==> src/rtl/efuse_pkg.sv <==
// Shared types and default macro timing for the efuse read and write sequencers.
package efuse_pkg;

  localparam int EFUSE_AW    = 8;
  localparam int EFUSE_DW    = 8;
  localparam int EFUSE_T_SU  = 2;
  localparam int EFUSE_T_AEN = 4;
  localparam int EFUSE_T_HLD = 2;

  typedef enum logic [2:0] {
    IDLE,
    SETUP,
    STROBE,
    HOLD,
    DONE
  } efuse_rd_state_e;

endpackage

==> src/rtl/efuse_phase_cnt.sv <==
// Loadable down-counter timing one macro phase; tc_o marks the last cycle of the phase.
module efuse_phase_cnt #(
  parameter int CNT_W = 8
) (
  input  logic             clk,
  input  logic             rst,
  input  logic             load_i,
  input  logic [CNT_W-1:0] load_val_i,
  output logic [CNT_W-1:0] cnt_o,
  output logic             tc_o
);

  localparam logic [CNT_W-1:0] CntOne = CNT_W'(1);

  logic [CNT_W-1:0] cnt_q;

  // Load value is (phase length - 1), so the counter parks at zero on the final cycle.
  always_ff @(posedge clk) begin
    if (rst) begin
      cnt_q <= '0;
    end else if (load_i) begin
      cnt_q <= load_val_i;
    end else if (cnt_q != '0) begin
      cnt_q <= cnt_q - CntOne;
    end
  end

  assign cnt_o = cnt_q;
  assign tc_o  = (cnt_q == '0);

endmodule

==> src/rtl/efuse_read_ctrl.sv <==
// Efuse read sequencer: walks a byte range through SETUP/STROBE/HOLD macro timing
// and returns each captured byte on a one-cycle strobe.
module efuse_read_ctrl
  import efuse_pkg::*;
#(
  parameter int T_SU  = EFUSE_T_SU,
  parameter int T_AEN = EFUSE_T_AEN,
  parameter int T_HLD = EFUSE_T_HLD,
  parameter int CNT_W = 8
) (
  input  logic                clk,
  input  logic                rst,
  input  logic                read_start,
  input  logic [EFUSE_AW-1:0] read_base,
  input  logic [EFUSE_AW-1:0] read_len,
  input  logic                rg_efuse_reg_mode,
  input  logic                busy_write,
  output logic                read_pgmen,
  output logic                read_rden,
  output logic                read_aen,
  output logic [EFUSE_AW-1:0] read_addr,
  input  logic [EFUSE_DW-1:0] read_rdata,
  output logic                busy_read,
  output logic                byte_vld,
  output logic [EFUSE_AW-1:0] byte_addr,
  output logic [EFUSE_DW-1:0] byte_data,
  output logic                read_done,
  output logic                read_abort,
  output logic                read_err
);

  localparam logic [CNT_W-1:0]    SuLoad  = CNT_W'(T_SU - 1);
  localparam logic [CNT_W-1:0]    AenLoad = CNT_W'(T_AEN - 1);
  localparam logic [CNT_W-1:0]    HldLoad = CNT_W'(T_HLD - 1);
  localparam logic [EFUSE_AW-1:0] AddrOne = EFUSE_AW'(1);

  efuse_rd_state_e     state_q;
  logic [EFUSE_AW-1:0] addr_q;
  logic [EFUSE_AW:0]   rem_q;
  logic                rden_q;
  logic                aen_q;
  logic                busy_q;
  logic                byte_vld_q;
  logic [EFUSE_AW-1:0] byte_addr_q;
  logic [EFUSE_DW-1:0] byte_data_q;
  logic                done_q;
  logic                abort_q;
  logic                err_q;

  logic             cnt_load_d;
  logic [CNT_W-1:0] cnt_val_d;
  logic [CNT_W-1:0] cnt;
  logic             cnt_tc;
  logic             accept;
  logic             active;
  logic             hold_first;

  assign accept     = read_start && !rg_efuse_reg_mode && !busy_write && (read_len != '0);
  assign active     = (state_q == SETUP) || (state_q == STROBE) || (state_q == HOLD);
  assign hold_first = (state_q == HOLD) && (cnt == HldLoad);

  efuse_phase_cnt #(
    .CNT_W(CNT_W)
  ) u_phase_cnt (
    .clk       (clk),
    .rst       (rst),
    .load_i    (cnt_load_d),
    .load_val_i(cnt_val_d),
    .cnt_o     (cnt),
    .tc_o      (cnt_tc)
  );

  // Arm the phase counter on every transition into a timed phase.
  always_comb begin
    cnt_load_d = 1'b0;
    cnt_val_d  = '0;
    unique case (state_q)
      IDLE: begin
        if (accept) begin
          cnt_load_d = 1'b1;
          cnt_val_d  = SuLoad;
        end
      end
      SETUP: begin
        if (cnt_tc) begin
          cnt_load_d = 1'b1;
          cnt_val_d  = AenLoad;
        end
      end
      STROBE: begin
        if (cnt_tc) begin
          cnt_load_d = 1'b1;
          cnt_val_d  = HldLoad;
        end
      end
      HOLD: begin
        if (cnt_tc && (rem_q > 9'd1)) begin
          cnt_load_d = 1'b1;
          cnt_val_d  = SuLoad;
        end
      end
      default: begin
      end
    endcase
  end

  // Register mode takes the macro back immediately; a byte not yet captured is dropped.
  always_ff @(posedge clk) begin
    if (rst) begin
      state_q     <= IDLE;
      addr_q      <= '0;
      rem_q       <= '0;
      rden_q      <= 1'b0;
      aen_q       <= 1'b0;
      busy_q      <= 1'b0;
      byte_vld_q  <= 1'b0;
      byte_addr_q <= '0;
      byte_data_q <= '0;
      done_q      <= 1'b0;
      abort_q     <= 1'b0;
      err_q       <= 1'b0;
    end else begin
      byte_vld_q <= 1'b0;
      done_q     <= 1'b0;
      abort_q    <= 1'b0;
      err_q      <= 1'b0;
      if (active && rg_efuse_reg_mode) begin
        state_q <= DONE;
        rden_q  <= 1'b0;
        aen_q   <= 1'b0;
        done_q  <= 1'b1;
        abort_q <= 1'b1;
      end else begin
        unique case (state_q)
          IDLE: begin
            if (read_start) begin
              if (rg_efuse_reg_mode || busy_write) begin
                err_q <= 1'b1;
              end else if (read_len == '0) begin
                done_q <= 1'b1;
              end else begin
                state_q <= SETUP;
                addr_q  <= read_base;
                rem_q   <= {1'b0, read_len};
                rden_q  <= 1'b1;
                busy_q  <= 1'b1;
              end
            end
          end
          SETUP: begin
            if (cnt_tc) begin
              state_q <= STROBE;
              aen_q   <= 1'b1;
            end
          end
          STROBE: begin
            if (cnt_tc) begin
              state_q <= HOLD;
              aen_q   <= 1'b0;
            end
          end
          HOLD: begin
            // The mux delays aen by a cycle, so data is still driven in the first HOLD cycle.
            if (hold_first) begin
              byte_vld_q  <= 1'b1;
              byte_addr_q <= addr_q;
              byte_data_q <= read_rdata;
            end
            if (cnt_tc) begin
              if (rem_q > 9'd1) begin
                state_q <= SETUP;
                addr_q  <= addr_q + AddrOne;
                rem_q   <= rem_q - 9'd1;
              end else begin
                state_q <= DONE;
                rden_q  <= 1'b0;
                done_q  <= 1'b1;
              end
            end
          end
          DONE: begin
            state_q <= IDLE;
            busy_q  <= 1'b0;
            addr_q  <= '0;
            rem_q   <= '0;
          end
          default: begin
            state_q <= IDLE;
          end
        endcase
      end
    end
  end

  assign read_pgmen = 1'b0;
  assign read_rden  = rden_q;
  assign read_aen   = aen_q;
  assign read_addr  = addr_q;
  assign busy_read  = busy_q;
  assign byte_vld   = byte_vld_q;
  assign byte_addr  = byte_addr_q;
  assign byte_data  = byte_data_q;
  assign read_done  = done_q;
  assign read_abort = abort_q;
  assign read_err   = err_q;

endmodule
==> config.mk <==
export PLATFORM = sky130hd
export DESIGN_NAME = efuse_read_ctrl
export DESIGN_NICKNAME = d
export VERILOG_FILES = /design/src/rtl/efuse_pkg.sv /design/src/rtl/efuse_phase_cnt.sv /design/src/rtl/efuse_read_ctrl.sv
export SDC_FILE = /design/constraint.sdc
export NUM_CORES = 1
export LEC_CHECK = 0
export ABC_CLOCK_PERIOD_IN_PS = 2100
export CAP_MARGIN = 20
export CORE_UTILIZATION = 45
export DETAILED_ROUTE_END_ITERATION = 10
export PLACE_DENSITY = 0.76
export SLEW_MARGIN = 10
export SYNTH_ARGS = -nofsm -noshare
export SYNTH_HDL_FRONTEND = slang
export SYNTH_SLANG_ARGS = --single-unit
==> constraint.sdc <==
create_clock -name clk -period 2.1 [get_ports clk]
set_clock_uncertainty 0.1 [all_clocks]
set_input_delay 0.42 -clock clk [delete_from_list [all_inputs] [get_ports clk]]
set_output_delay 0.42 -clock clk [all_outputs]
set_load 0.03 [all_outputs]
Word-level counts from Yosys, hierarchy flattened
Index checks and enable logic that the tools add are counted.
{"block": "word_totals", "wordCells": 125, "ff_bits": 51, "output_inout_bits": 32, "inputBits": 29}
{"block": "op_classes", "n_eq_ne": 19, "n_addsub": 3, "mux": 52, "n_lt_le_gt_ge": 1, "n_reduce_logical": 32, "bitwise": 4}
{"cell": "8-bit two-way mux", "n": 7}
{"cell": "9-bit two-way mux", "n": 5}
{"cell": "9-bit case mux with 3 select lines", "n": 1}
{"cell": "3-bit two-way mux", "n": 8}
{"cell": "8-bit case mux with 3 select lines", "n": 1}
{"cell": "1-bit two-way mux", "n": 22}
{"cell": "6-bit AND reduction", "n": 3}
{"cell": "8-bit logical NOT", "n": 2}
{"cell": "8-bit nonzero test", "n": 2}
{"cell": "2-bit != test (second input constant)", "n": 7}
{"cell": "3-bit case mux with 4 select lines", "n": 1}
{"cell": "9-bit by 1-bit > comparator with 1-bit output (second input constant)", "n": 1}
{"cell": "3-bit by 2-bit != test with 1-bit output (second input constant)", "n": 3}
{"cell": "3-bit != test (second input constant)", "n": 3}
{"cell": "9-bit by 1-bit subtractor with 9-bit output (second input constant)", "n": 1}
{"cell": "8-bit by 1-bit adder with 8-bit output (second input constant)", "n": 1}
{"cell": "8-bit by 1-bit equality test with 1-bit output (second input constant)", "n": 1}
{"cell": "1-bit case mux with 2 select lines", "n": 4}
{"cell": "2-bit case mux with 4 select lines", "n": 1}
{"cell": "2-bit nonzero test", "n": 4}
{"cell": "8-bit by 1-bit subtractor with 8-bit output (second input constant)", "n": 1}
{"cell": "7-bit AND reduction", "n": 1}
{"cell": "3-bit by 2-bit equality test with 1-bit output (second input constant)", "n": 2}
{"cell": "1-bit logical AND", "n": 6}
{"cell": "other kinds (15)", "n": 23}

Longest topological paths before layout
{"block": "depth", "ltp_word": 7, "depth_mapped": 9, "ltp_nobuf": 7}

By module
From an unflattened synthesis, not the netlist that was laid out.
{"block": "unflattened", "hier_cells": 332, "area_unflattened_um2": 2722.6}
{"module": "efuse_read_ctrl", "instances": 1, "seq_area_each_um2": 860.8, "area_each_um2": 2247.2, "cells_per_inst": 279}
{"module": "efuse_phase_cnt", "instances": 1, "seq_area_each_um2": 160.2, "area_each_um2": 475.5, "cells_per_inst": 53}

Worst setup path before layout
OpenSTA, ideal clock, no wires.
{"block": "synth_path", "kind": "reg-to-reg", "from": "register u_phase_cnt.cnt_q[4], in the netlist u_phase_cnt.cnt_o[4]", "to": "register u_phase_cnt.cnt_q[1], in the netlist u_phase_cnt.cnt_o[1]", "setup_slack_ns": -0.137, "path_stages_with_launch": 7, "t_required_ns": 1.926, "period_less_slack_ns": 2.237, "t_arrival_ns": 2.063, "n_path_buf": 2, "setup_time_ns": 0.074, "cell_sequence": "dfxtp_1 > or3_1 > buf_2 > or4b_4 > buf_6 > or4_1 > a31oi_1"}
{"block": "synth_between", "elab_chain_len": 5, "word_cells_on_any_way": 10, "cone_classes": "6 x mux; 4 x reduce/logical"}
{"element": "start: declaration", "line": "efuse_phase_cnt.sv:15", "source": "logic [CNT_W-1:0] cnt_q;"}
{"element": "start signal: assignment", "line": "efuse_phase_cnt.sv:22", "source": "cnt_q <= load_val_i;"}
{"element": "start signal: assignment", "line": "efuse_phase_cnt.sv:24", "source": "cnt_q <= cnt_q - CntOne;"}
{"element": "8-bit logical NOT", "line": "efuse_phase_cnt.sv:29", "source": "assign tc_o = (cnt_q == '0);"}
{"element": "1-bit logical AND", "line": "efuse_read_ctrl.sv:97", "source": "if (cnt_tc && (rem_q > 9'd1)) begin"}
{"element": "1-bit two-way mux", "line": "efuse_read_ctrl.sv:97"}
{"element": "1-bit case mux with 3 select lines", "line": "efuse_read_ctrl.sv:77", "source": "unique case (state_q)"}
{"element": "8-bit two-way mux / 2-bit nonzero test (equally long branches)"}
Parallel ways exist; a longest one is shown, timed or not.
A chain may end at the register's enable or synchronous reset.

Worst setup path after layout
{"block": "layout_path", "from": "register rem_q[2]", "to": "register u_phase_cnt.cnt_q[1], in the netlist u_phase_cnt.cnt_o[1]"}
{"block": "layout_between", "elab_chain_len": 5, "word_cells_on_any_way": 6, "cone_classes": "1 x order compare; 3 x mux; 2 x reduce/logical"}
{"element": "start: declaration", "line": "efuse_read_ctrl.sv:39", "source": "logic [EFUSE_AW:0] rem_q;"}
{"element": "start signal: assignment", "line": "efuse_read_ctrl.sv:144", "source": "rem_q <= {1'b0, read_len};"}
{"element": "start signal: assignment", "line": "efuse_read_ctrl.sv:173", "source": "rem_q <= rem_q - 9'd1;"}
{"element": "9-bit by 1-bit > comparator with 1-bit output (*)", "line": "efuse_read_ctrl.sv:97"}
{"element": "1-bit logical AND (*)", "line": "efuse_read_ctrl.sv:97"}
{"element": "1-bit two-way mux (*)", "line": "efuse_read_ctrl.sv:97"}
{"element": "1-bit case mux with 3 select lines (*)", "line": "efuse_read_ctrl.sv:77"}
{"element": "8-bit two-way mux / 2-bit nonzero test (equally long branches)"}
Mark *: on every way between the ends. The rest lies on a longest branch, timed or not.

==> results by group <==
Global route
  – Vias in the first global route: approximately 2800
  – Pin count of the biggest net entering global routing: 23
  – GRT Total Usage: 0.2622
  – First-pass GRT wire length: 12840 um
  – Initial antenna violation count: 0
  – Gr ovfl total: 0

Synthesis
  – Yosys warns: 0
  – Largest cells by area after synthesis: dfxtp_1 39%, a21oi_1 7.7%, nand2_1 7.2%
  – Count leader, synth: dfxtp_1
  – EDFF count, synth: 0
  – Post-synthesis sequential element count: 51
  – Synth unique cells: 50
  – Synth top area share: 0.3906
  – Syn Std Cell Area: 2614 um2
  – Synth cell count leaders: 51 x dfxtp_1, 50 x nand2_1, 40 x a21oi_1
  – Yosys top cell by area: dfxtp_1
  – Top_reg_cell synth: dfxtp_1
  – Post-synth ARST share: 0
  – Post-synthesis sequential area ratio: 0.3906
  – Syn_area_per_cell: 8.092 um2
  – Syn_nets: 358
  – Synth Instances: 323

STA
  – Final worst-path cycle share: 1.099
  – Setup violations, final: 18
  – RSZ-0062 raised after global routing: true
  – Slew @ Worst Pin: 0.7068 ns
  – Fin. max-slew vios: 0
  – Hold_ws: around 0.36 ns
  – Worst Setup Slack, final: -0.2069 ns
  – Slew HR: 0.5283
  – Final Hold Vio Count: 0
  – FMAX: 433.5 MHz
  – Final worst path period need: 2.307 ns

Critical path
  – CP top delay family: simple AND/OR/NAND/NOR gates
  – Worst Setup Path Type: register to register
  – Number of buffers and inverters on the critical path: 1
  – Crit path capture type: register
  – Slowest CP cell: or4_4
  – WP data required: 2.23 ns
  – Worst reg2reg path startpoint: rem_q[2]$_SDFFE_PP0P_
  – Startpoint Class: register
  – Arr. time, crit path: 2.44 ns
  – Critical Path Max Stage Delay: 0.54 ns
  – Worst-path fanout max: 3
  – Critical path cell sequence: or4_4 -> buf_6 -> nor4_4 -> nor3_4 -> or4_1 -> a31oi_1
  – CP Launch Point: rem_q[2]$_SDFFE_PP0P_

Power and ir drop
  – Leakage power total: 1.592 nW
  – Final Power: 0.004121 W
  – Worst VDD drop: 0.0005436 V
  – PD cells: 972.4 nW/um2

CTS
  – CTS Hold Bufs: 0
  – CTS buffer count: 5
  – CTS tree: yes
  – Clk root buf: clkbuf_8
  – Clock latency on the worst-skew pair: about 0.31 ns
  – Clock buffer depth: 2
  – Clock slew at reported path FFs: 0.09 ns
  – H-tree depth: 2
  – Clk sinks: 51

Route
  – DR iter-0 viols: 220
  – DRC errors left: 0
  – Vias/cell: 5.958
  – Total number of vias: 3003
  – 1st-pass router iterations: 6
  – WL per Instance: about 17 um
  – Post-DRT Antenna Nets: 0
  – WL final: 8662 um

Final layout
  – Area delta synth->final: 62.13%
  – Final cell count without fillers: about 500
  – Nets: around 470
  – FILL cells: 355
  – Layout cells sized above 1: 0.3125
  – Antenna Cells: 0

Min path
  – Beginning of the worst hold path: byte_data[4]$_SDFFE_PP0P_
  – HP Class: register to register

Place
  – Detailed-placement wirelength estimate: 5296 um
  – Port-buffer cells: 59
  – Routability cong.: 0.8676
  – DP Cell Count: between 400 and 500

Floorplanning
  – Die Width: around 78 um
  – Row cnt: 27
  – I/O Pins: 61
  – Core Area: 5540 um2
  – Initial Util: 0.4718
  – Die height: 78.21 um
  – Die ar.: 6117 um2

Run status
  – Failing checks: setup timing
  – Status: complete, but fails checks

Flow run
  – Max cap viols: 0
-- where the power goes --
group	internal (W)	total (W)	leakage (nW)	switching (W)
clock network	0.000476	0.000807	0.0654	0.000331
registers	0.00110	0.00122	0.416	0.000121
logic	0.000991	0.00209	1.11	0.00110
-- worst register-to-register path: stages, from the launching register on --
cell,delay (ns)
dfxtp_2,0.34
or4_4,0.54
buf_6,0.14
nor4_4,0.33
nor3_4,0.09
or4_1,0.52
a31oi_1,0.18
-- layout make-up --
cell class	count	area, um2	area share
multi-input cells	238	1819	0.4293
repair buffers	125	1134	0.2675
flip-flops and latches	51	1025	0.2418
well taps	72	90.09	0.02126
clock buffers	6	72.57	0.01712
clock inverters	2	60.06	0.01417
inverters	10	37.54	0.008857
-- placed cells by master, fill, tap and decap left out, types with 7 or more instances in the layout --
master / n
nand2_1: 49
buf_4: 58
inv_1: 10
nor2_1: 24
a21oi_1: 30
clkdlybuf4s50_1: 50
dfxtp_1: 48
dlygate4sd2_1: 7
a21oi_2: 8
-- flip-flops by register name (all words and copies together) (netlist names) --
register           flops
rem_q                  9
byte_addr              8
byte_data              8
read_addr              8
u_phase_cnt.cnt_o      8
state_q                3
busy_read              1
byte_vld               1
read_abort             1
read_aen               1
read_done              1
read_err               1
read_rden              1
-- timing repair --
action	4_1_cts	5_1_grt
setup endpoints to repair	26	27
gates cloned	1	0
pin swaps	6	23
setup buffers	3	5
gates resized for setup	31	43
-- cell families (layout without fill, tap and decap cells) --
logic type | after synthesis | in the layout | share of synthesized area
mux | 1 | 1 | 0.004308
xor+xnor | 6 | 6 | 0.02011
buf+inv | 34 | 143 | 0.05888
compound gates | 98 | 98 | 0.2580
simple gates | 126 | 126 | 0.2379
fa+ha+maj | 6 | 6 | 0.02872
other cells | 1 | 1 | 0.001435
flops | 51 | 51 | 0.3906
-- metal layers --
| metal | up-vias | track usage | share of wire |
|---|---|---|---|
| li1 | 1396 | - | - |
| met1 | 1428 | 0.3143 | 0.40 |
| met2 | 157 | 0.4561 | 0.51 |
| met3 | 22 | 0.05233 | 0.067 |
| met4 | 0 | 0.1074 | 0.024 |
| met5 | - | 0 | 0 |
-- stage by stage --
stage | setup slack [ns] | cell area (um2) | util | setup TNS (ns)
after floorplan | -0.08523 | 2688 | - | -0.4121
after global placement | -0.4559 | 3694 | 0.6667 | -9.691
after detailed placement | -0.4844 | 3694 | 0.6667 | -10.48
after CTS | -0.07744 | 3964 | 0.7154 | -0.4187
after global routing | -0.2133 | 4238 | 0.7649 | -1.744
final | -0.2069 | 4238 | 0.7649 | -0.9513
-- path summary, 6_finish.rpt --
path                            slack (ns)  cells past startpoint                                end
worst max register to register       -0.21                      6  u_phase_cnt.cnt_o[1]$_SDFFE_PP0P_
worst min register to register        0.36                      2          byte_data[4]$_SDFFE_PP0P_
worst min-delay path                  0.36                      2          byte_data[4]$_SDFFE_PP0P_
worst max-delay path                 -0.21                      6  u_phase_cnt.cnt_o[1]$_SDFFE_PP0P_
No activity file was read; power rests on OpenSTA's default activity.
